===== src/rtl/input_debounce_8ch.sv =====
// input_debounce_8ch: synchronises and debounces 8 raw switch inputs into a
// clean registered byte for the priority encoder, with settle and change flags.
module input_debounce_8ch #(
  parameter int unsigned TICK_DIV     = 1000,
  parameter int unsigned STABLE_COUNT = 4
) (
  input  logic       clk,
  input  logic       rst,
  input  logic [7:0] data_in,
  output logic [7:0] data,
  output logic       valid,
  output logic       changed
);

  localparam int unsigned NBITS = 8;
  localparam int unsigned DIV_W = (TICK_DIV > 1) ? $clog2(TICK_DIV) : 1;
  localparam int unsigned CNT_W = $clog2(STABLE_COUNT + 1);

  localparam logic [DIV_W-1:0] DIV_LAST   = DIV_W'(TICK_DIV - 1);
  localparam logic [CNT_W-1:0] CNT_LAST   = CNT_W'(STABLE_COUNT - 1);
  localparam logic [CNT_W-1:0] SETTLE_MAX = CNT_W'(STABLE_COUNT);

  logic [NBITS-1:0]            sync1_q, sync1_d;
  logic [NBITS-1:0]            sync2_q, sync2_d;
  logic [DIV_W-1:0]            div_q, div_d;
  logic [NBITS-1:0][CNT_W-1:0] cnt_q, cnt_d;
  logic [CNT_W-1:0]            settle_q, settle_d;
  logic [NBITS-1:0]            data_q, data_d;
  logic                        valid_q, valid_d;
  logic                        changed_q, changed_d;
  logic                        tick_c;

  // Sample tick: last cycle of each divider period.
  assign tick_c = (div_q == DIV_LAST);

  // Two-stage synchroniser, straight wire between stages.
  always_comb begin
    sync1_d = data_in;
    sync2_d = sync1_q;
  end

  // Divider, settle counter and per-bit debounce counters.
  always_comb begin
    div_d     = div_q;
    settle_d  = settle_q;
    valid_d   = valid_q;
    data_d    = data_q;
    cnt_d     = cnt_q;
    changed_d = 1'b0;

    if (tick_c) begin
      div_d = '0;
    end else begin
      div_d = div_q + DIV_W'(1);
    end

    if (tick_c) begin
      if (settle_q != SETTLE_MAX) begin
        settle_d = settle_q + CNT_W'(1);
      end
      if (settle_q == CNT_LAST) begin
        valid_d = 1'b1;
      end
      // A bit flips only after STABLE_COUNT consecutive disagreeing ticks.
      for (int i = 0; i < NBITS; i++) begin
        if (sync2_q[i] == data_q[i]) begin
          cnt_d[i] = '0;
        end else if (cnt_q[i] == CNT_LAST) begin
          data_d[i] = sync2_q[i];
          cnt_d[i]  = '0;
        end else begin
          cnt_d[i] = cnt_q[i] + CNT_W'(1);
        end
      end
    end

    // One pulse per updating edge, however many bits flip together.
    changed_d = (data_d != data_q);
  end

  // State registers, asynchronously cleared.
  always_ff @(posedge clk or posedge rst) begin
    if (rst) begin
      sync1_q   <= '0;
      sync2_q   <= '0;
      div_q     <= '0;
      cnt_q     <= '0;
      settle_q  <= '0;
      data_q    <= '0;
      valid_q   <= 1'b0;
      changed_q <= 1'b0;
    end else begin
      sync1_q   <= sync1_d;
      sync2_q   <= sync2_d;
      div_q     <= div_d;
      cnt_q     <= cnt_d;
      settle_q  <= settle_d;
      data_q    <= data_d;
      valid_q   <= valid_d;
      changed_q <= changed_d;
    end
  end

  assign data    = data_q;
  assign valid   = valid_q;
  assign changed = changed_q;

endmodule


===== config.mk =====
export PLATFORM = sky130hd
export DESIGN_NAME = input_debounce_8ch
export DESIGN_NICKNAME = d
export VERILOG_FILES = /design/src/rtl/input_debounce_8ch.sv
export SDC_FILE = /design/constraint.sdc
export NUM_CORES = 1
export LEC_CHECK = 0
export CAP_MARGIN = 20
export CORE_MARGIN = 2
export CORE_UTILIZATION = 55
export DETAILED_ROUTE_END_ITERATION = 10
export PLACE_DENSITY = 0.75
export RECOVER_POWER = 100
export SLEW_MARGIN = 40
export SYNTH_ARGS = -nofsm -noshare
export SYNTH_HDL_FRONTEND = slang
export SYNTH_SLANG_ARGS = --single-unit

===== constraint.sdc =====
create_clock -name clk -period 2.3 [get_ports clk]
set_input_delay 0.345 -clock clk [delete_from_list [all_inputs] [get_ports clk]]
set_output_delay 0.345 -clock clk [all_outputs]
set_load 0.01 [all_outputs]

Yosys cells after proc, flatten, opt, wreduce, memory -nomap -nowiden
Index checks and enable logic that the tools add are counted.
Widths: inputs -> output; s select.
- input bits: 10
- word-level logic and storage cells: 81
- register bits: 63
- output and inout bits: 10
- muxes and demuxes: 34
- add/sub/neg operators: 10
- equality and inequality tests: 20
- reduce and logical (&&, ||, !) cells: 2
- operators with widths (cell ; number):
    $mux 3 ; 16
    $add 3x1->3 const B ; 9
    $eq 3x2->1 const B ; 9
    $mux 1 ; 16
    $add 10x1->10 const B ; 1
    $eq 10x10->1 const B ; 1
    $mux 10 ; 1
    $eq 1x1->1 ; 8
    $mux 8 ; 1
    $ne 8x8->1 ; 1
    $reduce_and 2->1 ; 2
    $ne 3x3->1 const B ; 1

Depth between registers and ports, before layout
Gate-level depths: netlist of the first run.
- depth after elaboration: 5
- depth in mapped cells: 5
- gate-level depth less buffers: 4

Least setup slack after synthesis of the first run
No wires, ideal clock.
- path type: register to register
- start point: reg div_q[0]
- end point: reg data_q[5], in the netlist data[5]
- setup time: 128 ps
- arrival time: 1542 ps
- path slack: 631 ps
- data required time: 2172 ps
- buffers on the path: 1
- period minus slack after synthesis: 1669 ps
- stages on the path, launching flop included: 6
- path through: dfrtp_1 ha_1 nand3b_4 buf_4 nor4_1 mux2_1
- longest elaborated chain between the ends: 2
- RTL lines (item ; line ; RTL):
    from (decl) ; 25 ; logic [DIV_W-1:0] div_q, div_d;
    from (signal assigned) ; 95 ; div_q <= div_d;
    $eq 10x10->1 ; 34 ; assign tick_c = (div_q == DIV_LAST);
    $mux 8 ; 57 ; if (tick_c) begin
    via data_d[5] ; 28 ; logic [NBITS-1:0] data_q, data_d;
    to (signal assigned) ; 98 ; data_q <= data_d;
    to (decl) ; 28 ;
The timed path passes the listed nets, and every way through them passes these cells.
A chain may end at the register's enable or synchronous reset.

Worst setup path in the final report of the first run
- start point: reg div_q[0]
- end point: reg cnt_q[9] (netlist bit)
- longest elaborated chain between the ends: 1
- RTL lines (item ; line ; RTL):
    $eq 10x10->1 ; 34 ;
    to (signal assigned) ; 96 ; cnt_q <= cnt_d;
    to (decl) ; 26 ; logic [NBITS-1:0][CNT_W-1:0] cnt_q, cnt_d;
No other way between the ends.

==> flow_metrics.tcl, run 1 <==
set metrics [dict create \
    critical_path.cell_chain "ha_1 > nand3b_4 > nor3_1 > buf_4 > mux2_2" \
    worst_pin_slew_ns 1.50 \
    grt_pass1_vias 1865 \
    switching_share 0.223 \
    drive_gt1_frac 0.157 \
    yosys.area.top_type "dfrtp_1" \
    post-route-drc-count 0 \
    place_congestion 0.821 \
    synth_top_cells_by_area "dfrtp_1 (54%), mux2_2 (6.1%), ha_1 (5.1%)" \
    p_clk_frac 0.408 \
    critPathKind "flop to flop" \
    grt_pass1_wl_mm 8.82 \
    worstPathRequired_ns 2.51 \
    grt_usage 0.189 \
    critPathLaunchType "flop" \
    htree_levels 3 \
    cap_violations 1 \
    synth_top_flop_cell "dfrtp_1" \
    hold_depth 0 \
    drtAntennaViolNets 0 \
    cp_max_fo 21 \
    finish.utilization 0.638 \
    hold_buffers 0 \
    vias 1795 \
    grt_antenna_before_repair 0 \
    p_int_mw 1.55 \
    cpPeakStageDelay_ns 0.39 \
    cellPowerDensity_nw_per_um2 608 \
    first_pass_iters 4 \
    ys_seq_area_frac 0.537 \
    wl_mm 4.80 \
    ioPinCount 20 \
    final_max_slew_viol_count 34 \
    path_clk_slew_ns 0.07 \
    cts_buffer_depth 2 \
    die_w_um 77.1 \
    die-area_sq_um 5940 \
    rsz0062_at_grt "false" \
    period_minus_slack_ns 2.01 \
    reg2reg_to "cnt_q[9]" \
    max_slew_margin -0.000147 \
    cts_tree "built" \
    setup_viol 0 \
    yosys_warnings 0 \
    hold_viol_final 0 \
    r2r-start "div_q[0]" \
    drt_iter0_drc 67 \
    cp.arrival_ns 2.22 \
    cts_setup_buffers 0 \
    io_buffers 19 \
    synth_most_common_cell "dfrtp_1" \
    clkLatencyLatePin_ns 0.33 \
    row_count 26 \
    leakage_nw 1.57 \
    area_growth_pct 11.7 \
    reg2reg_depth 5 \
    wl_per_cell_um 14.8 \
    reg2reg_slack_ns 0.29 \
    tns_ns 0 \
    cts_sinks 63 \
    grt_max_degree 64 \
    initial_core_util 0.571 \
    antenna_cells 0 \
    ys_ff_latch 63 \
    min_period_over_period 0.873 \
    critPathTopFamily "simple AND/OR/NAND/NOR gates" \
    status "finished with violations" \
    syn-instance-count 225 \
    synth_top_area_frac 0.537 \
    hold_start "sync1_q[1]" \
    die_h_um 77.1 \
    vias_per_cell 5.52 \
    synth-edff-count 0 \
    hpwl_mm 3.18 \
    synth_commonest_cells "dfrtp_1 (63), mux2_2 (16), ha_1 (12)" \
    power_frac_comb 0.027 \
    min_path_type "flop to flop" \
    place_inst 310 \
    netlist_area_sq_um 2940 \
    fmax_ghz 0.498 \
    finalWorstSetupSlack_ns 0.292 \
    ys_types 47 \
    holdPathEnd "sync2_q[1]" \
    clock_skew_ns 0.00662 \
    violations "capacitance limit, slew limit" \
    seqPwrFrac 0.566 \
    nNetsFinal 273 \
    dpl_worst_slack_ns 0.347 \
    syn_avg_cell_area_sq_um 13.1 \
    ctsResizeCount 0 \
    coreArea_sq_um 5140 \
    cts_made_buffers 9 \
    clock-root-buffer "clkbuf_8" \
    ir_drop_mv 0.455 \
    final_cells 325 \
    hold_ws_ns 0.348 \
    cp-end-kind "flop" \
    critPathBufInv 1 \
    mappedNetlistNets 247 \
    p_switching_mw 0.445 \
    slowest_stage "dfrtp_1" \
    grt_overflow 0 \
    async_flop_share 1.00 \
]
-- per-layer routing --
| metal | vias up | wire (um) | GRT usage |
|---|---|---|---|
| met5 | - | 0 | 0 |
| li1 | 868 | - | - |
| met1 | 890 | 2310 | 0.268 |
| met4 | 0 | 98 | 0.0875 |
| met3 | 10 | 142 | 0.0400 |
| met2 | 27 | 2250 | 0.281 |
-- worst reg2reg max path: cells and delay by family (launching register included) --
kind,cells,cell delay [ns]
adders and majority gates,1,0.32
buffers and inverters,1,0.33
DFF,1,0.39
muxes,1,0.38
and+or+nand+nor,2,0.47
-- cells by family (layout without fill, tap and decap cells) --
group,after synthesis,after routing,share of synthesized area
AND/OR/NAND/NOR,69,69,0.172
flip-flops,63,63,0.537
XOR/XNOR,13,13,0.0388
buffers and inverters,13,43,0.0285
multiplexers,24,24,0.0916
AO/OA/AOI/OAI,31,31,0.0814
adder cells (fa/ha/maj),12,12,0.0511
-- sequential cells by signal, summed over array words and instances (netlist names) --
name      flops
changed       1
cnt_q        24
data          8
div_q        10
settle_q      3
sync1_q       8
sync2_q       8
valid         1
-- per-stage QoR --
step	area, sq um	power (mW)
final	3280	2.00
after global routing	3280	2.07
after CTS	3350	2.02
after detailed placement	3180	1.21
after global placement	3180	1.21
after floorplan	2940	1.18
-- cell type report --
| type | instances | area, sq um |
|---|---|---|
| tap | 70 | 87.6 |
| inverter | 7 | 26.3 |
| timing repair buffer | 21 | 203 |
| fill | 438 | 1860 |
| sequential | 63 | 1580 |
| multi-input combinational | 149 | 1220 |
| clock inverter | 4 | 22.5 |
| clock buffer | 11 | 141 |
-- how the worst max path moves through the flow --
stage	startpoint	to	cells after the start
after global routing	div_q[0]	cnt_q[1]	5
final	div_q[0]	cnt_q[9]	5
after detailed placement	div_q[0]	cnt_q[22]	5
after CTS	div_q[0]	cnt_q[9]	5
after global placement	div_q[0]	cnt_q[10]	5
after floorplan	rst	changed	1
-- power by group through the flow --
stage | sequential, mW | combinational (mW) | clock (mW)
2_1_floorplan | 1.15 | 0.0326 | 0
3_3_place_gp | 1.15 | 0.0612 | 0
3_5_place_dp | 1.15 | 0.0616 | 0
4_1_cts | 1.13 | 0.0620 | 0.830
5_1_grt | 1.13 | 0.0623 | 0.879
6_report | 1.13 | 0.0529 | 0.814
-- placed cells by master, fill, tap and decap left out, drive strengths merged, types with 2 or more instances in the layout --
cell type    Yosys  layout
xor2             3       3
xnor2           10      10
or3              2       2
nor2            10      10
dfrtp           63      63
nor2b            8       8
nor4             9       9
o21a             8       8
mux2            23      23
nand2b           8       8
a21oi            3       3
ha              12      12
o21ai            4       4
dlygate4sd3      0      18
nor3             8       8
nand3            4       4
inv              7       6
nand4            2       2
nor3b            7       7
or4              2       2
nand2            2       2
clkinv           0       4
o31ai            3       3
o22ai            5       5
nand3b           2       2
clkbuf           0      12
(Power assumes the default switching activity.)
==> run 2, diff against run 1 <==
Settings changed: CORE_MARGIN 2 to unset, CORE_UTILIZATION 55 to 52, PLACE_DENSITY 0.75 to 0.74, SKIP_CTS_REPAIR_TIMING set to 1.
Clock period 2.3 ns to 1.7 ns, I/O delays scaled along.
==> run 2 against run 1 <==
Effect of this change:
- the run now ends clean
- final cell count rose by 8.6%
- first-iteration DRC count rose by 18%
- total power rose by 34%
- critical path depth did not move
- largest power group unchanged
- final area rose by 9.0%
- combinational power rose by 53%
- largest cell class unchanged
- sequential share of layout area fell by 3.9 points
- die area rose by 0.21%
- global-route usage rose by 1.1 points
- register-to-register slack got worse by 0.23 ns
- wire length rose by 8.2%
==> flow_metrics.tcl, run 2 (synthesis gave the netlist of run 1 again) <==
set metrics [dict create \
    clkLatencyLatePin_ns 0.34 \
    worstPathRequired_ns 1.92 \
    leakage_nw 1.71 \
    routed.top_layer "met4" \
    cp-end-kind "flop" \
    drt-met1-wl_mm 2.49 \
    grt_pass1_vias 1964 \
    multi_input_area_sq_um 1310 \
    critPathKind "flop to flop" \
    min_path_type "flop to flop" \
    final_cells 353 \
    path_clk_slew_ns 0.06 \
    hold_depth 0 \
    reg2reg_depth 5 \
    wl_mm 5.19 \
    grt_max_degree 43 \
    critPathLaunchType "flop" \
    cts_sinks 63 \
    cp_max_fo 7 \
    die-area_sq_um 5950 \
    vias 1919 \
    wl_met3_um 134 \
    vias_per_cell 5.44 \
    largestRegisters "cnt_q (24), div_q (10)" \
    row_count 26 \
    top_register "cnt_q" \
    finalWorstSetupSlack_ns 0.0635 \
    wl_met2_mm 2.42 \
    nNetsFinal 300 \
    clock_skew_ns 0.00654 \
    htree_levels 3 \
    cts_buffer_depth 2 \
    cts_made_buffers 9 \
    grt_overflow 0 \
    wl_per_cell_um 14.7 \
    final_cell_mix "dfrtp_1 (62), buf_4 (24), mux2_2 (16)" \
    cellPowerDensity_nw_per_um2 748 \
    area_growth_pct 21.7 \
    drt_iter0_drc 79 \
    io_buffers 19 \
    dpl_worst_slack_ns 0.0154 \
    largest_register_ffs 24 \
    coreArea_sq_um 5270 \
    crit_path_start "div_q[1]" \
    fin_area_sq_um 3570 \
    die_h_um 77.2 \
    max_slew_margin 0.321 \
    r2r-start "div_q[1]" \
    reg2reg_slack_ns 0.06 \
    post-route-drc-count 0 \
    drive_gt1_frac 0.272 \
    period_minus_slack_ns 1.64 \
    status "finished clean" \
    placed_cell_area_sq_um 3350 \
    drtAntennaViolNets 0 \
    hpwl_mm 3.59 \
    p_total_mw 2.67 \
    initial_core_util 0.557 \
    fillers 403 \
    cap_violations 0 \
    clock-root-buffer "clkbuf_8" \
    grt_usage 0.200 \
    hold_viol_final 0 \
    die_w_um 77.2 \
    worst_pin_slew_ns 1.02 \
    ioPinCount 20 \
    final_common_cell "dfrtp_1" \
    place_congestion 0.796 \
    min_period_over_period 0.963 \
    first_pass_iters 4 \
    cp.arrival_ns 1.86 \
    grt_antenna_before_repair 0 \
    setup_viol 0 \
    ff_latch_area_sq_um 1580 \
    antenna_cells 0 \
    grt_pass1_wl_mm 9.00 \
    place_inst 328 \
    fmax_ghz 0.611 \
    hold_start "sync1_q[3]" \
    cts_tree "built" \
    hold_ws_ns 0.349 \
    final_max_slew_viol_count 0 \
    ir_drop_mv 0.494 \
]
[run 2: cell count changes in the layout (fill, tap and decap cells not counted), sizes merged]
| cell | delta |
|---|---|
| clkdlybuf4s50 | +10 |
| clkbuf | +1 |
| clkinv | +1 |
| nand3 | +1 |
| dlygate4sd3 | -10 |
| dlymetal6s4s | +1 |
| buf | +24 |
[run 2: routing by layer]
layer / up-vias / GRT usage
met5: - / 0
met4: 0 / 0.126
met3: 13 / 0.0381
met2: 33 / 0.305
met1: 952 / 0.261
li1: 921 / -
[run 2: layout make-up]
class | instances | area share
inverter | 7 | 0.00770
clock buffer | 11 | 0.0368
timing repair buffer | 47 | 0.115
multi-input combinational | 150 | 0.367
sequential | 63 | 0.442
tap | 70 | 0.0245
clock inverter | 5 | 0.00700
[run 2: worst max-delay path: stages (launching register included)]
cell      delay (ns)
dfrtp_1         0.37
ha_2            0.22
nand3b_4        0.13
buf_4           0.20
nor4_2          0.26
mux2_1          0.34
[run 2: report_power, final]
part | internal (mW) | switching (mW)
clock network | 0.516 | 0.549
logic | 0.0340 | 0.0471
registers | 1.52 | 0.00958
total | 2.07 | 0.606
[run 2: path summary, 6_finish.rpt]
kind                               to
setup / recovery              data[2]
setup reg to reg              data[2]
hold reg to reg            sync2_q[3]
hold / removal             sync2_q[3]
max in group asynchronous    div_q[7]
min in group asynchronous  sync1_q[5]
[run 2: through the flow]
stage | utilization | TNS, ns
floorplan | - | 0
global placement | 0.635 | 0
detailed placement | 0.635 | 0
CTS | 0.665 | 0
global route | 0.678 | -0.00621
finish | 0.678 | 0
==> run 3, diff against run 2 <==
Settings changed: SLEW_MARGIN 40 to 20.
==> results of run 3 <==
No change in the layout: final DEF, timing and power equal those of run 2.
